$ cat src/rtl/store_size_unit_pkg.sv
// Store-size encodings and FSM state encodings shared with the control unit,
// plus a small word-alignment helper.
package store_size_unit_pkg;

  typedef enum logic [1:0] {
    SZ_W   = 2'd0,
    SZ_H   = 2'd1,
    SZ_B   = 2'd2,
    SZ_RSV = 2'd3
  } store_size_e;

  typedef enum logic [1:0] {
    ST_IDLE  = 2'd0,
    ST_READ  = 2'd1,
    ST_WRITE = 2'd2,
    ST_DONE  = 2'd3
  } state_e;

  function automatic logic [31:0] word_addr(input logic [31:0] a);
    return {a[31:2], 2'b00};
  endfunction

endpackage

$ cat src/rtl/store_size_unit_if.sv
// Request, completion and memory-port signals of the store path.
// The misalign flag exists only when STORE_ALIGN_CHECK_EN is defined.
// Handshake: start is a one-cycle request honoured only while busy=0; done
// pulses for one cycle when the store has finished; mem_wr is the single write strobe.
interface store_size_unit_if;
  import store_size_unit_pkg::*;

  logic        start;
  logic [1:0]  StoreSize;
  logic [31:0] Address;
  logic [31:0] RegData;
  logic [31:0] mem_rdata;
  logic [31:0] mem_addr;
  logic [31:0] mem_wdata;
  logic        mem_wr;
  logic        busy;
  logic        done;
  state_e      state_dbg;
`ifdef STORE_ALIGN_CHECK_EN
  logic        misalign;
`endif

  modport master (
    output start, StoreSize, Address, RegData, mem_rdata,
    input  mem_addr, mem_wdata, mem_wr, busy, done, state_dbg
`ifdef STORE_ALIGN_CHECK_EN
    , input misalign
`endif
  );

  modport slave (
    input  start, StoreSize, Address, RegData, mem_rdata,
    output mem_addr, mem_wdata, mem_wr, busy, done, state_dbg
`ifdef STORE_ALIGN_CHECK_EN
    , output misalign
`endif
  );

endinterface

$ cat src/rtl/store_size_unit_byte_merge.sv
// Combinational lane merge for sub-word stores: overlays the halfword or byte
// of register data onto the old memory word, little-endian lanes.
module store_byte_merge
  import store_size_unit_pkg::*;
(
  input  logic [31:0] old_word,
  input  logic [15:0] reg_lo,
  input  store_size_e size,
  input  logic [1:0]  addr_lo,
  output logic [31:0] merged
);

  always_comb begin
    merged = old_word;
    case (size)
      SZ_H: begin
        if (addr_lo[1]) merged[31:16] = reg_lo;
        else            merged[15:0]  = reg_lo;
      end
      SZ_B: merged[{addr_lo, 3'b000} +: 8] = reg_lo[7:0];
      default: merged = old_word;
    endcase
  end

endmodule

$ cat src/rtl/store_size_unit.sv
// Multicycle store unit: sw writes directly, sh/sb read-modify-write.
// Define STORE_ALIGN_CHECK_EN to flag misaligned sw/sh via misalign instead of storing.
module store_size_unit
  import store_size_unit_pkg::*;
#(
  parameter int MEM_LATENCY = 1
) (
  input  logic             clk,
  input  logic             reset,
  store_size_unit_if.slave bus
);

  localparam logic [2:0] CNT_LAST = 3'(MEM_LATENCY - 1);

  state_e      state_q, state_d;
  logic [2:0]  cnt_q, cnt_d;
  logic [31:0] addr_q, addr_d;
  logic [31:0] data_q, data_d;
  logic [31:0] old_q, old_d;
  store_size_e size_q, size_d;
  logic [31:0] merged;

`ifdef STORE_ALIGN_CHECK_EN
  logic mis_q, mis_d, mis_req;
  assign mis_req = ((bus.StoreSize == SZ_H) && bus.Address[0]) ||
                   ((bus.StoreSize == SZ_W) && (bus.Address[1:0] != 2'b00));
`endif

  store_byte_merge u_merge (
    .old_word (old_q),
    .reg_lo   (data_q[15:0]),
    .size     (size_q),
    .addr_lo  (addr_q[1:0]),
    .merged   (merged)
  );

  always_comb begin
    state_d = state_q;
    cnt_d   = cnt_q;
    addr_d  = addr_q;
    data_d  = data_q;
    old_d   = old_q;
    size_d  = size_q;
`ifdef STORE_ALIGN_CHECK_EN
    mis_d   = mis_q;
`endif
    case (state_q)
      ST_IDLE: begin
        if (bus.start) begin
          addr_d = bus.Address;
          data_d = bus.RegData;
          size_d = store_size_e'(bus.StoreSize);
          cnt_d  = 3'd0;
          case (store_size_e'(bus.StoreSize))
            SZ_W:       state_d = ST_WRITE;
            SZ_H, SZ_B: state_d = ST_READ;
            default:    state_d = ST_DONE;
          endcase
`ifdef STORE_ALIGN_CHECK_EN
          mis_d = mis_req;
          if (mis_req) state_d = ST_DONE;
`endif
        end
      end
      ST_READ: begin
        // Read data is valid only on the last of MEM_LATENCY read cycles.
        if (cnt_q == CNT_LAST) begin
          old_d   = bus.mem_rdata;
          cnt_d   = 3'd0;
          state_d = ST_WRITE;
        end else begin
          cnt_d = cnt_q + 3'd1;
        end
      end
      ST_WRITE: state_d = ST_DONE;
      default: begin
        state_d = ST_IDLE;
`ifdef STORE_ALIGN_CHECK_EN
        mis_d   = 1'b0;
`endif
      end
    endcase
  end

  always_ff @(posedge clk or posedge reset) begin
    if (reset) begin
      state_q <= ST_IDLE;
      cnt_q   <= 3'd0;
      addr_q  <= 32'd0;
      data_q  <= 32'd0;
      old_q   <= 32'd0;
      size_q  <= SZ_W;
`ifdef STORE_ALIGN_CHECK_EN
      mis_q   <= 1'b0;
`endif
    end else begin
      state_q <= state_d;
      cnt_q   <= cnt_d;
      addr_q  <= addr_d;
      data_q  <= data_d;
      old_q   <= old_d;
      size_q  <= size_d;
`ifdef STORE_ALIGN_CHECK_EN
      mis_q   <= mis_d;
`endif
    end
  end

  // Outputs decode directly from the state flop so reset clears them asynchronously.
  assign bus.state_dbg = state_q;
  assign bus.busy      = (state_q != ST_IDLE);
  assign bus.done      = (state_q == ST_DONE);
  assign bus.mem_wr    = (state_q == ST_WRITE);
  assign bus.mem_addr  = (state_q != ST_IDLE) ? word_addr(addr_q) : 32'd0;
  assign bus.mem_wdata = (state_q != ST_WRITE) ? 32'd0 :
                         (size_q == SZ_W)      ? data_q : merged;
`ifdef STORE_ALIGN_CHECK_EN
  assign bus.misalign  = (state_q == ST_DONE) && mis_q;
`endif

endmodule

$ cat src/flat_wrapper.sv
// flat-port wrapper written by rule: the top's interface ports become plain ports
module store_size_unit_flat import store_size_unit_pkg::*;
#(
  parameter int MEM_LATENCY = 1
)
  (clk, reset, bus_start, bus_StoreSize, bus_Address, bus_RegData, bus_mem_rdata, bus_mem_addr, bus_mem_wdata, bus_mem_wr, bus_busy, bus_done, bus_state_dbg);
  store_size_unit_if bus_i ();
  input  logic clk;
  input  logic reset;
  input wire logic [$bits(bus_i.start)-1:0] bus_start;
  input wire logic [$bits(bus_i.StoreSize)-1:0] bus_StoreSize;
  input wire logic [$bits(bus_i.Address)-1:0] bus_Address;
  input wire logic [$bits(bus_i.RegData)-1:0] bus_RegData;
  input wire logic [$bits(bus_i.mem_rdata)-1:0] bus_mem_rdata;
  output wire logic [$bits(bus_i.mem_addr)-1:0] bus_mem_addr;
  output wire logic [$bits(bus_i.mem_wdata)-1:0] bus_mem_wdata;
  output wire logic [$bits(bus_i.mem_wr)-1:0] bus_mem_wr;
  output wire logic [$bits(bus_i.busy)-1:0] bus_busy;
  output wire logic [$bits(bus_i.done)-1:0] bus_done;
  output wire logic [$bits(bus_i.state_dbg)-1:0] bus_state_dbg;
  assign bus_i.start = bus_start;
  assign bus_i.StoreSize = bus_StoreSize;
  assign bus_i.Address = bus_Address;
  assign bus_i.RegData = bus_RegData;
  assign bus_i.mem_rdata = bus_mem_rdata;
  assign bus_mem_addr = bus_i.mem_addr;
  assign bus_mem_wdata = bus_i.mem_wdata;
  assign bus_mem_wr = bus_i.mem_wr;
  assign bus_busy = bus_i.busy;
  assign bus_done = bus_i.done;
  assign bus_state_dbg = bus_i.state_dbg;
  store_size_unit #(.MEM_LATENCY(MEM_LATENCY)) u_core (.clk(clk), .reset(reset), .bus(bus_i));
endmodule
$ cat config.mk
export PLATFORM = sky130hd
export DESIGN_NAME = store_size_unit_flat
export DESIGN_NICKNAME = d
export VERILOG_FILES = /design/src/rtl/store_size_unit_pkg.sv /design/src/rtl/store_size_unit_if.sv /design/src/rtl/store_size_unit_byte_merge.sv /design/src/rtl/store_size_unit.sv /design/src/flat_wrapper.sv
export SDC_FILE = /design/constraint.sdc
export NUM_CORES = 1
export LEC_CHECK = 0
export CORE_MARGIN = 2
export CORE_UTILIZATION = 55
export DETAILED_ROUTE_END_ITERATION = 7
export DONT_BUFFER_PORTS = 1
export GPL_TIMING_DRIVEN = 1
export PLACE_DENSITY_LB_ADDON = 0.05
export SETUP_SLACK_MARGIN = 0.02
export SKIP_CTS_REPAIR_TIMING = 1
export SYNTH_ARGS = -nofsm -noshare
export SYNTH_HDL_FRONTEND = slang
export SYNTH_SLANG_ARGS = --single-unit
export TNS_END_PERCENT = 30
$ cat constraint.sdc
create_clock -name clk -period 7.28 [get_ports clk]
set_input_delay 1.456 -clock clk [delete_from_list [all_inputs] [get_ports clk]]
set_output_delay 1.456 -clock clk [all_outputs]
set_load 0.01 [all_outputs]
== Yosys cells after proc, flatten, opt, wreduce, memory -nomap -nowiden ==
Index checks and enable logic that the tools add are counted.
Word-level totals
  register bits: 103
  input port bits: 101
  output and inout bits: 69
  logic and storage cells: 45
Cells by class
  $add $sub $neg: 2
  eq/ne operators: 10
  shifts and indexed selects: 2
  mux-type cells: 14
  reduce and logical (&&, ||, !) cells: 11
Operator list (count)
  32-bit 2-to-1 mux: 3
  32-bit one-hot mux with 2 select lines: 1
  32-bit bitwise mux: 1
  16-bit 2-to-1 mux: 2
  8-bit by 7-bit variable shift with 32-bit output, first input constant: 1
  8-bit by 7-bit variable part select with 32-bit output: 1
  2-bit == test, second input constant: 4
  2-bit AND reduction: 4
  5-bit negator with 7-bit output: 1
  2-bit by 1-bit == test with 1-bit output, second input constant: 3
  2-bit logical NOT: 3
  3-bit 2-to-1 mux: 2
  2-bit one-hot mux with 3 select lines: 1
  3-bit one-hot mux with 2 select lines: 1
  2-bit 2-to-1 mux: 2
  2-bit != test, second input constant: 2
  2-bit one-hot mux with 2 select lines: 1
  2-bit nonzero test: 2
  3-bit by 1-bit adder with 3-bit output, second input constant: 1
  3-bit logical NOT: 1
  2-bit by 1-bit != test with 1-bit output, second input constant: 1
  2-bit OR reduction: 1

== Longest topological paths before layout ==
Gate-level depths: netlist (run 1).
  word-level depth: 6
  gate-level depth with buffers: 7
  depth with buffers taken out: 5

== By module ==
A second synthesis (run 1) with hierarchy kept.
Second synthesis, totals
  cell total of the unflattened synthesis: 497
  area total of the unflattened synthesis: 5634.2 µm²
Modules (own cells, without submodules)
  store_size_unit: instances 1, cells each 397, area each 4867.2 µm², seq. area each 2577.5 µm²
  store_byte_merge: instances 1, cells each 100, area each 767.0 µm², seq. area each 0.0 µm²

== Worst setup path after synthesis (run 1) ==
Ideal clock, no wire load.
  path type: register to output
  start: register u_core.addr_q[1]
  end: output port bus_mem_wdata[16]
  arrival: 1737 ps
  data required time: 5824 ps
  path slack: 4087 ps
  stages on the path, launching flop included: 6
  path buffers: 0
  cell sequence: dfrtp_1 inv_1 ha_1 and4bb_2 a22oi_1 o22ai_1
On the way
  longest elaborated chain between the ends: 6
Ends and longest elaborated chain
  from (decl): line store_size_unit.sv:17  | logic [31:0] addr_q, addr_d;
  from (signal assigned): line store_size_unit.sv:99  | addr_q <= addr_d;
  5-bit negator with 7-bit output: line store_size_unit_byte_merge.sv:20  | SZ_B: merged[{addr_lo, 3'b000} +: 8] = reg_lo[7:0];
  8-bit by 7-bit variable part select with 32-bit output or 8-bit by 7-bit variable shift with 32-bit output (tied branches): line store_size_unit_byte_merge.sv:20
  32-bit bitwise mux: line store_size_unit_byte_merge.sv:20
  32-bit one-hot mux with 2 select lines *: line store_size_unit_byte_merge.sv:15  | case (size)
  32-bit 2-to-1 mux *: line store_size_unit.sv:116  | (size_q == SZ_W) ? data_q : merged;
  32-bit 2-to-1 mux *: line store_size_unit.sv:115  | assign bus.mem_wdata = (state_q != ST_WRITE) ? 32'd0 :
  to (decl): line flat_wrapper.sv:16  | output wire logic [$bits(bus_i.mem_wdata)-1:0] bus_mem_wdata;
Every way passes the cells marked *; elsewhere a longest branch is shown, timed or not.

== Final worst setup path (run 1) ==
  start: register u_core.state_q[0], in the netlist u_core.bus.state_dbg[0]
  end: output port bus_mem_wdata[2]
On the way
  longest elaborated chain between the ends: 2
Ends and longest elaborated chain
  from (decl): line store_size_unit.sv:15  | state_e state_q, state_d;
  from (signal assigned): line store_size_unit.sv:97  | state_q <= state_d;
  2-bit != test: line store_size_unit.sv:115
  32-bit 2-to-1 mux: line store_size_unit.sv:115
No other way between the ends.

==> run_results.csv, run 1 <==
group,metric,value,unit
route,first_pass_iters,4,
synthesis,synth_cells,444,
floorplanning,die-width,103,um
finish,stdcell_area,5610,um^2
route,routed-via-count,3440,
synthesis,synthMostInstantiatedCell,"dfrtp_1",
synthesis,synth_area_leader_cell,"dfrtp_1",
cts,clkLatencyLatePin,380,ps
timing,period_share,60.3,%
global_route,grt_pass1_vias,3318,
global_route,use_met3,9.83,%
finish,syn_to_final_growth,4.67,%
cts,cts-root-buf,"clkbuf_8",
global_route,overflow,0,
flow_run,maxCapViolCount,0,
timing,holdWs,503,ps
synthesis,synth.ff_latch_count,103,
timing,fmax,228,MHz
route,wl,12.1,mm
pwr,peakVddDrop,0.000234,V
setup_path,cp_max_fo,21,
timing,skew,5.11,ps
route,avgRoutedWirePerCell,21.3,um
finish,fin_nets,548,
synthesis,ys.flop_type,"dfrtp_1",
setup_path,crit_required,5820,ps
floorplanning,fp-row-count,36,
synthesis,synth.avg_cell_area,12.1,um^2
placed_design,hpwl,8.79,mm
cts,cts_tree,"built",
placed_design,place_worst_setup_slack,3310,ps
setup_path,start_kind,"register",
placed_design,gp_congestion,0.863,
floorplanning,num_io_pins,170,
timing,setup_slack,2890,ps
setup_path,critPathArrivalTime,2930,ps
synthesis,synthTopCellsByArea,"dfrtp_1 48%, mux2_2 20%, nor2b_1 4.2%, ha_1 3.7%, mux2i_1 2.1%",
synthesis,synth_edf_count,0,
placed_design,numPortBuffers,0,
synthesis,ys_top_cells_by_count,"103 x dfrtp_1, 96 x mux2_2, 36 x nor2b_1",
pwr,powerDensity,497,nW/um^2
timing,setup_violations,0,
hold_path,min_path_type,"reg2reg",
route,drtIter0Drc,127,
cts,cts_buffer_depth,2,
route,drc,0,
synthesis,yosysWarnings,0,
synthesis,async_reset_ff_share,100,%
synthesis,syn_area,5360,um^2
global_route,grt_pass1_wl,17.9,mm
floorplanning,start_util,55.8,%
synthesis,yosysUniqueCellTypes,46,
timing,grt_setup_unrepaired,"false",
cts,htreeDepth,3,
global_route,busiest_layer,"met2",
timing,slew_headroom,36.5,%
placed_design,placed_cell_area,5400,um^2
cts,cts_buffers,9,
route,drt-vias-per-instance,6.05,
floorplanning,die_y,103,um
global_route,use_met1,29.3,%
floorplanning,core_area,9590,um^2
route,ant_nets,0,
synthesis,yosysTopAreaCellShare,48.1,%
pwr,p_leak,2.37,nW
timing,finalMaxSlewViolations,0,
global_route,track_usage,23.1,%
timing,fin_crit,4390,ps
setup_path,critPathKind,"reg2out",
timing,finalHoldViolCount,0,
cts,cts_sinks,103,
global_route,grt_max_degree,77,
finish,insertedDiodeCount,0,
floorplanning,fp.dieArea,10500,um^2
finish,drive_gt1_share,29.6,%
global_route,antenna_found_initial,1,
setup_path,endpoint_kind,"output pin",
cts,clk_pin_slew,100,ps
timing,setup_tns,0,ps
synthesis,yosysSeqAreaShare,48.1,%
status,status,"complete, no violations",
global_route,grtUsageMet2,35.8,%
timing,tightest_slew,953,ps
## per-stage QoR
stage               total power, W  util (%)  std cells
finish                     0.00279      58.4        569
detailed placement         0.00243      56.3        553
global placement           0.00240      56.3        553
floorplan                  0.00216         -        445
global route               0.00298      58.4        569
CTS                        0.00281      58.4        569
## state kept, by name, summed over array words and instances (netlist names)
name and count:
u_core.addr_q 32, u_core.cnt_q 3, u_core.size_q 2, u_core.old_q 32
u_core.bus.state_dbg 2, u_core.data_q 32
## power by group
| group | leakage, nW | switching (W) | internal [W] | total [W] |
|---|---|---|---|---|
| clock | 0.0982 | 0.000204 | 0.000163 | 0.000367 |
| combinational | 1.05 | 0.000737 | 0.000597 | 0.00133 |
| sequential | 1.22 | 0.000219 | 0.000866 | 0.00109 |
## cells in the final DEF, fill, tap and decap left out, types with 2 or more instances in the layout
cell and count:
a211oi_1 9, a21oi_1 11, a221o_1 9, a22o_1 8, a31oi_1 8, and3_1 2, and4bb_2 3, buf_4 5
clkbuf_8 9, clkinvlp_4 2, conb_1 2, dfrtp_1 103, ha_1 16, inv_1 23, inv_6 2, mux2_2 96
mux2i_1 11, nand2_1 4, nand2b_1 7, nand3_1 17, nand3b_1 2, nor2b_1 36, nor4bb_1 2, o21ai_0 11
o22ai_1 7, o31ai_1 7
## cell type report
class	count	area, um^2
Timing Repair Buffer	5	37.5
Fill cell	820	3990
Clock inverter	7	78.8
Multi-Input combinational cell	287	2520
Clock buffer	9	124
Tap cell	133	166
Sequential cell	103	2580
Inverter	25	96.3
## kinds of logic after synthesis
logic type               count (synthesis)  synth area share, %
AO/OA/AOI/OAI                           81                 11.3
adder cells (fa/ha/maj)                 16                 3.74
buffers and inverters                   55                 4.84
flip-flops                             103                 48.1
multiplexers                           107                 22.2
other                                    1               0.0700
AND/OR/NAND/NOR                         81                 9.72
## final timing paths
| kind | start | end | slack [ps] | cells past startpoint |
|---|---|---|---|---|
| max in group asynchronous | reset | u_core.old_q[0]$_DFFE_PP0P_ | 5090 | 2 |
| worst min register to register | u_core.addr_q[21]$_DFFE_PP0P_ | u_core.addr_q[21]$_DFFE_PP0P_ | 500 | 1 |
| min in group asynchronous | reset | u_core.addr_q[14]$_DFFE_PP0P_ | 910 | 1 |
| worst max-delay path | u_core.bus.state_dbg[0]$_DFFE_PP0P_ | bus_mem_wdata[2] | 2890 | 5 |
| worst max register to register | u_core.bus.state_dbg[1]$_DFFE_PP0P_ | u_core.data_q[8]$_DFFE_PP0P_ | 4860 | 6 |
| worst min-delay path | u_core.addr_q[21]$_DFFE_PP0P_ | u_core.addr_q[21]$_DFFE_PP0P_ | 500 | 1 |
## layer usage
layer	part of all wire (%)	wire, um
met1	41	5010
met2	48	5780
met3	8.8	1070
met4	1.9	230
met5	0.11	13
## worst max-delay path, stage by stage (launching register included)
cell and delay, ps:
dfrtp_1 470, inv_1 150, ha_1 740, nand2b_1 450, a21oi_2 470, a22o_1 270
No activity file was read; power rests on OpenSTA's default activity.
==> run 2: changes to the inputs <==
Clock period 7.28 ns to 4.53 ns, I/O delays scaled along.
==> run_results.csv, run 2 (same netlist as run 1, synthesis figures left out) <==
group,metric,value,unit
global_route,grt_max_degree,77,
cts,clk_pin_slew,90,ps
setup_path,cp_slowest_cell,"ha_1",
floorplanning,fp.dieArea,10500,um^2
global_route,grt_pass1_wl,18.0,mm
timing,tightest_slew,942,ps
setup_path,r2r_start,"u_core.bus.state_dbg[1]$_DFFE_PP0P_",
finish,reg.largest.list,"u_core.addr_q x32, u_core.data_q x32, u_core.old_q x32",
placed_design,placed_cell_area,5400,um^2
floorplanning,fp-row-count,36,
finish,final_cell_mix,"103 x dfrtp_1, 96 x mux2_2, 36 x nor2b_1",
setup_path,r2r-end,"u_core.data_q[17]$_DFFE_PP0P_",
floorplanning,start_util,55.8,%
cts,cts_buffers,9,
hold_path,min_path_type,"reg2reg",
route,wl,12.1,mm
setup_path,critPathKind,"reg2out",
timing,fmax,260,MHz
setup_path,worst-path-stages,5,
timing,skew,9.10,ps
global_route,grt_pass1_vias,3308,
finish,drive_gt1_share,29.6,%
timing,setup_violations,0,
hold_path,min_from,"u_core.addr_q[11]$_DFFE_PP0P_",
route,avgRoutedWirePerCell,21.2,um
finish,stdcell_area,5620,um^2
route,drc,0,
floorplanning,num_io_pins,170,
route,first_pass_iters,5,
timing,fin_crit,3850,ps
route,ant_nets,0,
setup_path,endpoint_kind,"output pin",
setup_path,cp_cell_sequence,"inv_1, ha_1, nand2b_1, a21oi_2, a22o_1",
cts,cts_sinks,103,
timing,finalHoldViolCount,0,
timing,slew_headroom,37.2,%
timing,grt_setup_unrepaired,"false",
status,status,"complete, no violations",
route,drt-vias-per-instance,6.01,
cts,cts_tree,"built",
setup_path,cp_max_fo,21,
setup_path,setup.worst_path.end,"bus_mem_wdata[6]",
cts,htreeDepth,3,
timing,setup_tns,0,ps
setup_path,rrSetupSlack,2130,ps
pwr,p_leak,2.38,nW
cts,clkLatencyLatePin,390,ps
floorplanning,die-width,103,um
setup_path,crit_required,3620,ps
pwr,peakVddDrop,0.000442,V
setup_path,start_kind,"register",
finish,insertedDiodeCount,0,
finish,fin_nets,548,
flow_run,maxCapViolCount,0,
placed_design,hpwl,8.65,mm
hold_path,whs_path_depth,1,
setup_path,crit_path_start,"u_core.bus.state_dbg[0]$_DFFE_PP0P_",
floorplanning,die_y,103,um
floorplanning,core_area,9590,um^2
global_route,overflow,0,
placed_design,gp_congestion,0.894,
placed_design,numPortBuffers,0,
global_route,track_usage,23.0,%
timing,period_share,85.1,%
timing,finalMaxSlewViolations,0,
global_route,antenna_found_initial,0,
setup_path,cp_top_family,"compound AO/OA/AOI/OAI gates",
setup_path,critPathArrivalTime,2950,ps
pwr,powerDensity,802,nW/um^2
setup_path,crit_buf_inv,1,
route,routed-via-count,3418,
cts,cts-root-buf,"clkbuf_8",
finish,final_common_cell,"dfrtp_1",
pwr,power,0.00450,W
finish,syn_to_final_growth,4.91,%
route,drtIter0Drc,141,
setup_path,critical_path.max_stage_delay,740,ps
setup_path,r2r_cells,6,
cts,cts_buffer_depth,2,
## run 2: layer usage
| layer | up-vias | global-route usage [%] | wire length, um |
|---|---|---|---|
| met3 | 15 | 10.2 | 1210 |
| met1 | 1688 | 28.7 | 4920 |
| met2 | 136 | 36.3 | 5740 |
| li1 | 1579 | - | - |
| met4 | 0 | 6.87 | 191 |
| met5 | - | 0 | 0 |
## run 2: how the worst min path moves through the flow
| stage | slack [ps] | to |
|---|---|---|
| finish | 510 | u_core.addr_q[11]$_DFFE_PP0P_ |
| detailed placement | 490 | u_core.addr_q[29]$_DFFE_PP0P_ |
| floorplan | 470 | u_core.data_q[31]$_DFFE_PP0P_ |
| global placement | 480 | u_core.addr_q[26]$_DFFE_PP0P_ |
| CTS | 510 | u_core.addr_q[29]$_DFFE_PP0P_ |
| global route | 520 | u_core.addr_q[7]$_DFFE_PP0P_ |
## run 2: per-stage QoR
step                      util [%]  worst slack, ps  hold slack (ps)  cells
final                         58.6              677              505    569
after global routing          58.6              419              520    569
after CTS                     58.6              646              509    569
after detailed placement      56.3             1070              486    553
after global placement        56.3             1190              479    553
after floorplan                  -              920              470    445
## run 2: area by class of cell
class	count	area (um^2)
fill	858	3980
sequential	103	2580
multi-input combinational	287	2520
tap	133	166
clock buffer	11	151
inverter	25	96.3
clock inverter	5	63.8
timing repair buffer	5	37.5
## run 2: report_power, final
part	internal (W)	switching, W
combinational	0.000959	0.00118
sequential	0.00139	0.000357
clock	0.000291	0.000325
==> run 3: changes to the inputs <==
Settings changed: CTS_CLUSTER_SIZE from default to 10.
Clock period 4.53 ns to 4.8 ns, I/O delays scaled along.
==> run_results.csv, run 3 (same netlist as run 1, synthesis figures left out) <==
group,metric,value,unit
timing,fin_crit,3850,ps
cts,clkLatencyLatePin,370,ps
route,drt-vias-per-instance,5.97,
route,avgRoutedWirePerCell,21.2,um
setup_path,rrSetupSlack,2390,ps
floorplanning,start_util,55.8,%
hold_path,min_to,"u_core.addr_q[25]$_DFFE_PP0P_",
finish,fill_cells,820,
hold_path,whs_path_depth,1,
finish,syn_to_final_growth,4.44,%
cts,clk_pin_slew,90,ps
timing,fmax,259,MHz
cts,cts_buffer_depth,2,
timing,grt_setup_unrepaired,"false",
setup_path,r2r_cells,6,
route,drtIter0Drc,132,
global_route,grt_pass1_vias,3462,
route,drc,0,
finish,insertedDiodeCount,0,
floorplanning,fp-row-count,36,
timing,skew,15.1,ps
placed_design,hpwl,8.75,mm
floorplanning,die_y,103,um
setup_path,cp_cell_sequence,"inv_1, ha_1, nand2b_1, a21oi_2, a22o_1",
timing,setup_slack,945,ps
global_route,grt_max_degree,81,
finish,final_common_cell,"dfrtp_1",
route,routed-via-count,3389,
pwr,peakVddDrop,0.000341,V
cts,cts_sinks,103,
finish,drive_gt1_share,29.4,%
floorplanning,num_io_pins,170,
setup_path,r2r_start,"u_core.bus.state_dbg[1]$_DFFE_PP0P_",
setup_path,endpoint_kind,"output pin",
route,first_pass_iters,4,
pwr,power,0.00419,W
setup_path,start_kind,"register",
timing,period_share,80.3,%
setup_path,r2r-end,"u_core.data_q[6]$_DFFE_PP0P_",
global_route,grt_pass1_wl,18.1,mm
pwr,p_leak,2.37,nW
flow_run,maxCapViolCount,0,
status,status,"complete, no violations",
timing,tightest_slew,997,ps
global_route,track_usage,23.0,%
timing,slew_headroom,33.6,%
global_route,overflow,0,
hold_path,min_from,"u_core.addr_q[25]$_DFFE_PP0P_",
floorplanning,die-width,103,um
cts,cts_buffers,9,
floorplanning,fp.dieArea,10500,um^2
route,ant_nets,0,
global_route,antenna_found_initial,1,
placed_design,place_worst_setup_slack,1320,ps
cts,cts_tree,"built",
cts,cts-root-buf,"clkbuf_8",
timing,finalHoldViolCount,0,
finish,fin_nets,548,
placed_design,numPortBuffers,0,
finish,reg.largest.list,"u_core.addr_q x32, u_core.data_q x32, u_core.old_q x32",
setup_path,crit_path_start,"u_core.bus.state_dbg[0]$_DFFE_PP0P_",
route,wl,12.0,mm
pwr,powerDensity,750,nW/um^2
cts,htreeDepth,3,
hold_path,min_path_type,"reg2reg",
setup_path,crit_required,3840,ps
placed_design,gp_congestion,0.829,
timing,finalMaxSlewViolations,0,
setup_path,critical_path.max_stage_delay,750,ps
setup_path,cp_slowest_cell,"ha_1",
timing,setup_tns,0,ps
setup_path,cp_max_fo,21,
finish,final_cell_mix,"103 x dfrtp_1, 96 x mux2_2, 36 x nor2b_1",
floorplanning,core_area,9590,um^2
setup_path,critPathKind,"reg2out",
timing,setup_violations,0,
setup_path,critPathArrivalTime,2890,ps
## run 3: changes by cell type in the layout (fill, tap and decap cells not counted), sizes merged
cell | previous run | this run
clkinv | 2 | 0
clkinvlp | 0 | 1
bufinv | 1 | 0
clkbuf | 11 | 12
## run 3: worst max-delay path: cells and delay by family, from the launching register on
family | cells | cell delay [ps]
adders and majority gates | 1 | 750
AOI/OAI and AO/OA | 2 | 720
DFF | 1 | 460
and+or+nand+nor | 1 | 440
buffers and inverters | 1 | 150
## run 3: metal layers
metal  share of wire (%)  global-route usage, %
met5                   0                      0
met4                 1.1                   6.36
met3                 9.7                   9.97
met2                  49                   37.5
met1                  40                   28.2
## run 3: area by class of cell
type	instances	area [um^2]	share of cell area [%]
clock buffers	12	165	2.95
clock inverters	3	25.0	0.447
inverters	25	96.3	1.72
multi-input cells	287	2520	45.1
flip-flops and latches	103	2580	46.1
well taps	133	166	2.98
repair buffers	5	37.5	0.671
## run 3: worst max-delay path by stage
stage	slack (ps)	to
after floorplan	1140	u_core.addr_q[0]$_DFFE_PP0P_
after global placement	1390	bus_mem_wdata[7]
after detailed placement	1320	bus_mem_wdata[0]
after CTS	920	bus_mem_wdata[0]
after global routing	670	bus_mem_wdata[4]
final	950	bus_mem_wdata[0]
## run 3: metrics by stage
step	utilization (%)	std cells	cell area [um^2]	hold slack, ps
finish	58.3	568	5590	504
global route	58.3	568	5590	519
CTS	58.3	568	5590	508
detailed placement	56.3	553	5400	486
global placement	56.3	553	5400	480
floorplan	-	445	5360	470
## run 3: power breakdown
group	leakage, nW	internal (W)	switching (W)	total [W]
Sequential	1.22	0.00131	0.000335	0.00165
Clock	0.0955	0.000232	0.000291	0.000524
Combinational	1.05	0.000904	0.00112	0.00202
